### config.mk
export PLATFORM = sky130hd
export DESIGN_NAME = ps2_keyboard
export DESIGN_NICKNAME = d
export VERILOG_FILES = /design/src/rtl/ps2_keyboard.sv
export SDC_FILE = /design/constraint.sdc
export NUM_CORES = 1
export LEC_CHECK = 0
export ABC_AREA = 1
export CAP_MARGIN = 5
export CORE_UTILIZATION = 45
export DETAILED_ROUTE_END_ITERATION = 8
export GPL_TIMING_DRIVEN = 0
export SKIP_CTS_REPAIR_TIMING = 1
export SYNTH_ARGS = -nofsm -noshare
export SYNTH_HDL_FRONTEND = slang
export SYNTH_SLANG_ARGS = --single-unit
### constraint.sdc
create_clock -name clk -period 2.7 [get_ports clk]
set_input_delay 0.54 -clock clk [delete_from_list [all_inputs] [get_ports clk]]
set_output_delay 0.54 -clock clk [all_outputs]
set_load 0.02 [all_outputs]
### src/rtl/ps2_keyboard.sv
// PS/2 set-2 keyboard receiver: conditions the raw pad signals, deframes
// scancode bytes and keeps the Hack keyboard register (held key code, 0 if none).
module ps2_keyboard #(
    parameter int FILTER_LEN = 4,
    parameter int TIMEOUT    = 50000
) (
    input  logic       clk,
    input  logic       reset,
    input  logic       ps2_clk,
    input  logic       ps2_data,
    output logic [7:0] key,
    output logic       code_valid,
    output logic       frame_err
);

    localparam int FW = (FILTER_LEN > 1) ? $clog2(FILTER_LEN) : 1;
    localparam int TW = $clog2(TIMEOUT + 1);

    typedef enum logic [1:0] {
        IDLE,
        EXT,
        BRK,
        EXT_BRK
    } state_t;

    logic [1:0]    clk_sync;
    logic [1:0]    data_sync;
    logic          filt_clk;
    logic [FW-1:0] filt_cnt;
    logic          flip;
    logic          fall;

    logic [3:0]    bit_cnt;
    logic [7:0]    shreg;
    logic          start_bad;
    logic          par_bit;
    logic [TW-1:0] to_cnt;
    logic          timeout;
    logic          stop_edge;
    logic          frame_ok;
    logic          byte_ok;
    logic          byte_bad;

    state_t        state;
    state_t        state_n;
    logic [7:0]    key_n;
    logic [7:0]    mapped;

    // ------------------------------------------------------------------
    // Input conditioning
    // ------------------------------------------------------------------
    // NOTE: sequential state uses non-blocking assignments so every register
    // samples the pre-edge value of its neighbours, as real flops do.
    always_ff @(posedge clk or posedge reset) begin
        if (reset) begin
            clk_sync  <= 2'b11;
            data_sync <= 2'b11;
        end else begin
            clk_sync  <= {clk_sync[0], ps2_clk};
            data_sync <= {data_sync[0], ps2_data};
        end
    end

    // Level flips on the FILTER_LEN-th consecutive sample that disagrees.
    assign flip = (clk_sync[1] != filt_clk) && (filt_cnt == FW'(FILTER_LEN - 1));
    assign fall = flip && filt_clk;

    always_ff @(posedge clk or posedge reset) begin
        if (reset) begin
            filt_clk <= 1'b1;
            filt_cnt <= '0;
        end else if (clk_sync[1] == filt_clk) begin
            filt_cnt <= '0;
        end else if (flip) begin
            filt_clk <= clk_sync[1];
            filt_cnt <= '0;
        end else begin
            filt_cnt <= filt_cnt + FW'(1);
        end
    end

    // ------------------------------------------------------------------
    // Frame receiver
    // ------------------------------------------------------------------
    assign timeout   = (to_cnt == TW'(TIMEOUT));
    assign stop_edge = fall && (bit_cnt == 4'd10);
    assign frame_ok  = !start_bad && (^{shreg, par_bit}) && data_sync[1];
    assign byte_ok   = stop_edge && frame_ok;
    assign byte_bad  = (stop_edge && !frame_ok) || (timeout && !fall);

    always_ff @(posedge clk or posedge reset) begin
        if (reset) begin
            bit_cnt   <= 4'd0;
            shreg     <= 8'd0;
            start_bad <= 1'b0;
            par_bit   <= 1'b0;
            to_cnt    <= '0;
        end else if (fall) begin
            to_cnt <= '0;
            case (bit_cnt)
                4'd0:    start_bad <= data_sync[1];
                4'd9:    par_bit   <= data_sync[1];
                4'd10:   ;
                default: shreg     <= {data_sync[1], shreg[7:1]};
            endcase
            bit_cnt <= (bit_cnt == 4'd10) ? 4'd0 : bit_cnt + 4'd1;
        end else if (timeout) begin
            bit_cnt <= 4'd0;
            to_cnt  <= '0;
        end else if (bit_cnt != 4'd0 && to_cnt != TW'(TIMEOUT)) begin
            to_cnt <= to_cnt + TW'(1);
        end
    end

    // ------------------------------------------------------------------
    // Scancode to Hack code map; 0 means unmapped
    // ------------------------------------------------------------------
    function automatic logic [7:0] map_code(input logic [7:0] sc, input logic ext);
        case ({ext, sc})
            9'h01C: map_code = 8'd65;   // A
            9'h032: map_code = 8'd66;
            9'h021: map_code = 8'd67;
            9'h023: map_code = 8'd68;
            9'h024: map_code = 8'd69;
            9'h02B: map_code = 8'd70;
            9'h034: map_code = 8'd71;
            9'h033: map_code = 8'd72;
            9'h043: map_code = 8'd73;
            9'h03B: map_code = 8'd74;
            9'h042: map_code = 8'd75;
            9'h04B: map_code = 8'd76;
            9'h03A: map_code = 8'd77;
            9'h031: map_code = 8'd78;
            9'h044: map_code = 8'd79;
            9'h04D: map_code = 8'd80;
            9'h015: map_code = 8'd81;
            9'h02D: map_code = 8'd82;
            9'h01B: map_code = 8'd83;
            9'h02C: map_code = 8'd84;
            9'h03C: map_code = 8'd85;
            9'h02A: map_code = 8'd86;
            9'h01D: map_code = 8'd87;
            9'h022: map_code = 8'd88;
            9'h035: map_code = 8'd89;
            9'h01A: map_code = 8'd90;   // Z
            9'h045: map_code = 8'd48;   // 0
            9'h016: map_code = 8'd49;
            9'h01E: map_code = 8'd50;
            9'h026: map_code = 8'd51;
            9'h025: map_code = 8'd52;
            9'h02E: map_code = 8'd53;
            9'h036: map_code = 8'd54;
            9'h03D: map_code = 8'd55;
            9'h03E: map_code = 8'd56;
            9'h046: map_code = 8'd57;   // 9
            9'h029: map_code = 8'd32;
            9'h05A: map_code = 8'd128;
            9'h066: map_code = 8'd129;
            9'h076: map_code = 8'd140;
            9'h16B: map_code = 8'd130;
            9'h175: map_code = 8'd131;
            9'h174: map_code = 8'd132;
            9'h172: map_code = 8'd133;
            default: map_code = 8'd0;
        endcase
    endfunction

    // ------------------------------------------------------------------
    // Prefix decoder and key register
    // ------------------------------------------------------------------
    // NOTE: every always_comb output gets a default first, so no path can
    // leave a value unassigned and infer a latch.
    always_comb begin
        state_n = state;
        key_n   = key;
        mapped  = 8'd0;
        if (byte_bad) begin
            state_n = IDLE;
        end else if (byte_ok) begin
            case (state)
                IDLE: begin
                    if (shreg == 8'hE0) begin
                        state_n = EXT;
                    end else if (shreg == 8'hF0) begin
                        state_n = BRK;
                    end else begin
                        mapped = map_code(shreg, 1'b0);
                        if (mapped != 8'd0) key_n = mapped;
                    end
                end
                EXT: begin
                    if (shreg == 8'hF0) begin
                        state_n = EXT_BRK;
                    end else begin
                        mapped  = map_code(shreg, 1'b1);
                        if (mapped != 8'd0) key_n = mapped;
                        state_n = IDLE;
                    end
                end
                BRK, EXT_BRK: begin
                    mapped  = map_code(shreg, state == EXT_BRK);
                    if (mapped != 8'd0 && key == mapped) key_n = 8'd0;
                    state_n = IDLE;
                end
                default: state_n = IDLE;
            endcase
        end
    end

    always_ff @(posedge clk or posedge reset) begin
        if (reset) begin
            state      <= IDLE;
            key        <= 8'd0;
            code_valid <= 1'b0;
            frame_err  <= 1'b0;
        end else begin
            state      <= state_n;
            key        <= key_n;
            code_valid <= byte_ok;
            frame_err  <= byte_bad;
        end
    end

endmodule

== Yosys cells after proc, flatten, opt, wreduce, memory -nomap -nowiden ==
Memory sizes are Yosys's and may differ from the RTL's.
Index checks and enable logic that the tools add are counted.

* Output and inout bits: 10
* Memories kept: 1
* Bits in read-only memories: 1024
* Flip-flop bits (word level): 49
* Logic and storage cells: 156

* Reductions and logical operators: 32
* Equality and inequality tests: 68
* Add/sub/neg operators: 3
* Muxes and demuxes: 36
* Bitwise operators: 3

{| class="wikitable"
|+ Memory list
! memory !! words !! width !! read ports !! clocked after memory_dff !! write ports !! RTL line !! source
|-
| (name not given) || 128 || 8 || 1 || 0 || 0 || 119 || <nowiki>case ({ext, sc})</nowiki>
|}

{| class="wikitable"
|+ Operator list
! cell !! number
|-
| $pmux 8 s44 || 1
|-
| $eq 9x6->1 const B || 23
|-
| $mux 8 || 19
|-
| $eq 9x7->1 const B || 10
|-
| $eq 9x5->1 const B || 7
|-
| $mux 16 || 3
|-
| $eq 9x9->1 const B || 4
|-
| $eq 8x7->1 const B || 4
|-
| $pmux 8 s4 || 1
|-
| $pmux 8 s3 || 1
|-
| $reduce_bool 8->1 || 3
|-
| $add 16x1->16 const B || 1
|-
| $eq 16x16->1 const B || 1
|-
| $eq 8x8->1 const B || 2
|-
| $ne 16x16->1 const B || 1
|-
| $mux 2 || 7
|-
| $mux 4 || 3
|-
| $ne 2x2->1 const B || 6
|-
| $logic_and 1x1->1 || 10
|-
| $reduce_and 2->1 || 5
|-
| $reduce_xor 9->1 || 1
|-
| $eq 4x4->1 const B || 2
|-
| $eq 8x8->1 || 1
|-
| $reduce_and 8->1 || 1
|-
| other kinds (18) || 25
|}

== Logic depth before layout (Yosys ltp) ==
* Word-level depth: 12
* Depth in mapped cells: 20

== Least setup slack after synthesis ==
Ideal clock, no wire load.

* Path kind: reg-to-reg
* Start: register shreg[0]
* End: register key[1]
* Data arrival time: 2159 ps
* Cell stages (with the launch flop): 18
* Slack: 424 ps
* Required time: 2583 ps
* Setup time: 117 ps
* Cell sequence: dfrtp_1 -> inv_1 -> ha_1 -> nand3_1 -> nor2_1 -> nand2_2 -> nand2_1 -> nor2_4 -> nand2_2 -> nor2_2 -> nand3_1 -> nand3_1 -> nor2_2 -> nand3_2 -> nand2_4 -> nand2_4 -> nand2_1 -> nand2_1

* Cells in the longest elaborated chain, start to end: 11
* Elaborated cells on any way between the ends: 92
* Those cells by class: eq/ne: 57; mux: 21; bitwise: 1; reduce/logical: 12; memory: 1

{| class="wikitable"
|+ Ends and longest elaborated chain
! element !! RTL line !! source
|-
| start, declared || 34 || <nowiki>logic [7:0] shreg;</nowiki>
|-
| start signal, assigned || 104 || <nowiki>default: shreg <= {data_sync[1], shreg[7:1]};</nowiki>
|-
| $mem_v2 128x8 || - ||
|-
| $mux 8 || 119 ||
|-
| $mux 8 || 184 || <nowiki>end else if (shreg == 8'hF0) begin</nowiki>
|-
| $mux 8 || 182 || <nowiki>if (shreg == 8'hE0) begin</nowiki>
|-
| $mux 8 || 180 || <nowiki>case (state)</nowiki>
|-
| $mux 8 || 179 || <nowiki>end else if (byte_ok) begin</nowiki>
|-
| $mux 8 || 177 || <nowiki>if (byte_bad) begin</nowiki>
|-
| $mux 8 || 188 || <nowiki>if (mapped != 8'd0) key_n = mapped;</nowiki>
|-
| $mux 8 || 184 ||
|-
| $mux 8 || 182 ||
|-
| $pmux 8 s3 || 180 ||
|-
| end signal, assigned || 218 || <nowiki>key <= key_n;</nowiki>
|-
| end, declared || 11 || <nowiki>output logic [7:0] key,</nowiki>
|}

Several ways; a longest one is shown, not always the timed one. The select of a mux whose other input is x is not followed.
A chain may end at the register's enable or synchronous reset.

== Worst setup path after layout ==
* Start: register shreg[1]
* End: register key[4]

Same word-level chain as after synthesis.

==> metrics.md <==
| Metric | Value |
|---|---|
| Post-synthesis cell type with the largest combined area | sky130_fd_sc_hd__dfrtp_1 |
| Maximum Capacitance Violations | 0 |
| Critical path data arrival time | approximately 2.8 ns |
| Clock group share of total power | between 20% and 30% |
| Number of routed nets with antenna violations | 0 |
| Iteration count of the initial detailed-routing pass | 5 |
| Total number of clock tree sinks | around 50 |
| Clock tree from TritonCTS | built |
| Worst relative slew slack | a little under half |
| Number of antenna violations at the first check in global routing | 0 |
| Diode insertion count for antenna repair | 0 |
| Largest driver fanout on the critical path | 8 |
| Endpoints failing setup | 0 |
| Number of hold violations in the final report | 0 |
| Number of vias per cell | 5.40 |
| Sum of routed wire length over all layers | 13300 um |
| Final HPWL from detailed placement | just over 10000 um |
| Dominant cell by count in the synthesized netlist | sky130_fd_sc_hd__nand2_1 |
| Worst-skew pair later-pin latency | around 0.3 ns |
| Count of unresolved DRC violations after routing | 0 |
| Simple-gate share of the synthesized area | 45.1% |
| Share of the synthesized netlist area taken by xor and xnor gates | ~1.6% |
| Power Dens Cells | 353 nW/um2 |
| R2R Setup Slk | 0.12 ns |
| Main synth FF type | sky130_fd_sc_hd__dfrtp_1 |
| Combined area of the multi-input logic cells | roughly 2800 um2 |
| Sequential share of the synthesized area | ~29% |
| IR drop worst, VDD | approximately 0.44 mV |
| Routed length per placed instance | approximately 16 um |
| Run status | finished clean |
| Combinational family with the most area after synthesis | simple AND/OR/NAND/NOR gates |
| Slew at the pin closest to its max-slew limit | between 0.8 and 0.9 ns |
| Setup crit end | key[4]$_DFFE_PP0P_ |
| Number of flops mapped to enable cells by yosys | 0 |
| Start point of the critical path | shreg[1]$_DFFE_PP0P_ |
| Die Ht | about 100 um |
| Placeable core area | 9280 um2 |
| Share of Yosys cell area claimed by the top area cell type | approximately 25% |
| Total internal power | between 0.001 and 0.0015 W |
| Upper clock frequency limit | around 390 MHz |
| Total count of max-transition violations in the final report | 0 |
| Net switching component of the power | ~0.00054 W |
| Proportion of power drawn by combinational gates | about a fifth |
| Num CTS Buffers | 5 |
| R2R depth | 20 |
| Global router's overall resource usage | 28.0% |
| Worst r2r dst | key[4]$_DFFE_PP0P_ |
| Longest Clk Path Bufs | 2 |
| Starting utilization of the core area | ~47% |
| Share of final-layout standard cells stronger than drive strength 1 | between 10% and 20% |
| Crit path kind | reg -> reg |
| Horizontal die dimension | 100 um |
| Commonest cells in the synthesized netlist | 172 x sky130_fd_sc_hd__nand2_1, 121 x sky130_fd_sc_hd__nor2_1, 73 x sky130_fd_sc_hd__nand3_1 |
| Root Driver | sky130_fd_sc_hd__clkbuf_8 |
| Port-buffer cells | 13 |
| Final TNS setup | 0 ns |
| CP endpoint kind | flip-flop |
| Post-layout minimum cycle time | 2.58 ns |
| Global-route wire length before repair | about 22000 um |
| Fill count | between 900 and 1000 |
| Clock input transition at the sequential cells of the worst setup and hold paths | around 0.09 ns |
| Number of nets at the end of the flow | 731 |
| Post-synthesis mux area share | 0% |
| Routability-driven placement congestion ratio | approximately 0.95 |
| Mean instance size in the synthesized netlist | ~6.3 um2 |
| Yosys warning count | 0 |
| Layout overhead on the synthesized area | 14.3% |
| Initial DRC count | 304 |
| Vias in the first global route | 4467 |
| Setup clock skew after layout | between 0.009 and 0.01 ns |
| DIE AREA | roughly 10000 um2 |
| Number of rows in the core area | 35 |
| Total area of sequential cells | 1230 um2 |
| Arithmetic-cell share of the synthesized area counting full adders, half adders and majority gates | between 2 and 3% |
| Synth Area in Compound Gates | between 10% and 20% |
| Maximum number of pins on one net before global-route repair | between 40 and 50 |
| Syn Std Cell Area | ~4300 um2 |
| Synth Instances | between 600 and 700 |
| FF+latch count, synth | slightly below 50 |
| Portion of the clock cycle consumed by the worst path in the final layout | about 95% |
| Leading cell types by total area after synthesis | sky130_fd_sc_hd__dfrtp_1 25%, sky130_fd_sc_hd__nand2_1 15%, sky130_fd_sc_hd__nor2_1 11% |
| Sequential Power Share | between 50% and 60% |
| Path category of the worst min-delay check | reg -> reg |
| Post-Syn Nets | around 700 |
| Global-route congestion overflow total | 0 |
| Worst hold margin | between 0.3 and 0.4 ns |
| CTS HTree Levels | 2 |
| Switching share of power | a little under a third |
| Number of distinct standard cells referenced by the synthesized netlist | slightly above 40 |
| R2r startpoint | shreg[1]$_DFFE_PP0P_ |
| Worst EP required | 2.90 ns |
| Static leakage power | 2.42 nW |
| Number of I/O pins | 14 |
| Via count of the routed design | approximately 4600 |
| FFs w/ async S/R, synth | 100% |
| Kind of start point of the critical path | flip-flop |
-- logic make-up after synthesis --
| logic type | after synthesis |
|---|---|
| and+or+nand+nor | 432 |
| xor gates and xnor gates | 8 |
| DFF | 49 |
| AOI/OAI and AO/OA | 98 |
| buffers and inverters | 90 |
| adders and majority gates | 10 |
-- cell usage in the layout (no fill, tap or decap), types with 10 or more instances in the layout --
cell / count
sky130_fd_sc_hd__nand2_1: 163
sky130_fd_sc_hd__nor2_1: 110
sky130_fd_sc_hd__nand3_1: 69
sky130_fd_sc_hd__inv_1: 61
sky130_fd_sc_hd__o21ai_0: 49
sky130_fd_sc_hd__dfrtp_1: 42
sky130_fd_sc_hd__a21oi_1: 29
sky130_fd_sc_hd__nor2_2: 23
sky130_fd_sc_hd__nand2_2: 15
sky130_fd_sc_hd__nor3_1: 14
sky130_fd_sc_hd__clkdlybuf4s50_1: 13
sky130_fd_sc_hd__buf_4: 10
sky130_fd_sc_hd__nor2_4: 10
-- state kept, by name (all words and copies together) (netlist names) --
name,cells
par_bit,1
frame_err,1
to_cnt,16
start_bad,1
code_valid,1
state,2
data_sync,2
shreg,8
bit_cnt,4
key,8
clk_sync,2
filt_cnt,2
filt_clk,1
-- area by class of cell --
cell class / count / area share (%)
clock inverter: 2 / 0.709
timing repair buffer: 22 / 4.25
buffer: 15 / 2.71
multi-input combinational: 549 / 56.7
sequential: 49 / 25.0
tap: 129 / 3.27
inverter: 75 / 5.90
clock buffer: 6 / 1.47
-- layer usage --
layer | GRT usage, % | part of all wire (%)
met1 | 37.1 | 45
met4 | 10.9 | 2.7
met5 | 0 | 0
met3 | 2.37 | 4.6
met2 | 47.6 | 48
-- per-stage QoR --
step / cell area [um2] / worst slack, ns / total power [W] / util (%) / instances
after floorplan: 4320 / 0.424 / 0.00114 / - / 687
after global placement: 4620 / -0.170 / 0.00122 / 49.7 / 829
after detailed placement: 4640 / -0.164 / 0.00124 / 49.9 / 830
after CTS: 4740 / -0.171 / 0.00176 / 51.1 / 838
after global routing: 4940 / -0.0697 / 0.00185 / 53.2 / 847
final: 4940 / 0.122 / 0.00174 / 53.2 / 847
-- critical path, cell delays in order, from the launching register on --
cell	delay (ns)
sky130_fd_sc_hd__dfrtp_2	0.42
sky130_fd_sc_hd__clkinvlp_4	0.18
sky130_fd_sc_hd__ha_2	0.25
sky130_fd_sc_hd__nand2_4	0.10
sky130_fd_sc_hd__inv_1	0.09
sky130_fd_sc_hd__nand2_2	0.11
sky130_fd_sc_hd__nand2_1	0.11
sky130_fd_sc_hd__nand2_1	0.12
sky130_fd_sc_hd__nand3_2	0.12
sky130_fd_sc_hd__nand2_2	0.11
sky130_fd_sc_hd__nand2_1	0.06
sky130_fd_sc_hd__nand2_1	0.05
sky130_fd_sc_hd__nand2_1	0.04
sky130_fd_sc_hd__inv_1	0.05
sky130_fd_sc_hd__nand3_1	0.08
sky130_fd_sc_hd__nor2_2	0.09
sky130_fd_sc_hd__nand3_2	0.14
sky130_fd_sc_hd__nand2_4	0.14
sky130_fd_sc_hd__nand2_4	0.08
sky130_fd_sc_hd__nand2_1	0.06
sky130_fd_sc_hd__nand2_1	0.06
-- how the worst min path moves through the flow --
stage                                 startpoint                      to  cells past startpoint
after detailed placement   clk_sync[0]$_DFF_PP1_   clk_sync[1]$_DFF_PP1_                      0
after floorplan            clk_sync[0]$_DFF_PP1_   clk_sync[1]$_DFF_PP1_                      0
after global routing       clk_sync[0]$_DFF_PP1_   clk_sync[1]$_DFF_PP1_                      0
final                      clk_sync[0]$_DFF_PP1_   clk_sync[1]$_DFF_PP1_                      0
after CTS                  clk_sync[0]$_DFF_PP1_   clk_sync[1]$_DFF_PP1_                      0
after global placement    data_sync[0]$_DFF_PP1_  data_sync[1]$_DFF_PP1_                      0
-- power by group through the flow --
| stage | Combinational, W | Clock [W] | Sequential (W) |
|---|---|---|---|
| 3_3_place_gp | 0.000323 | 0 | 0.000896 |
| 2_1_floorplan | 0.000257 | 0 | 0.000886 |
| 4_1_cts | 0.000343 | 0.000530 | 0.000889 |
| 6_report | 0.000339 | 0.000515 | 0.000888 |
| 5_1_grt | 0.000396 | 0.000557 | 0.000902 |
| 3_5_place_dp | 0.000341 | 0 | 0.000903 |
(Power assumes the default switching activity.)
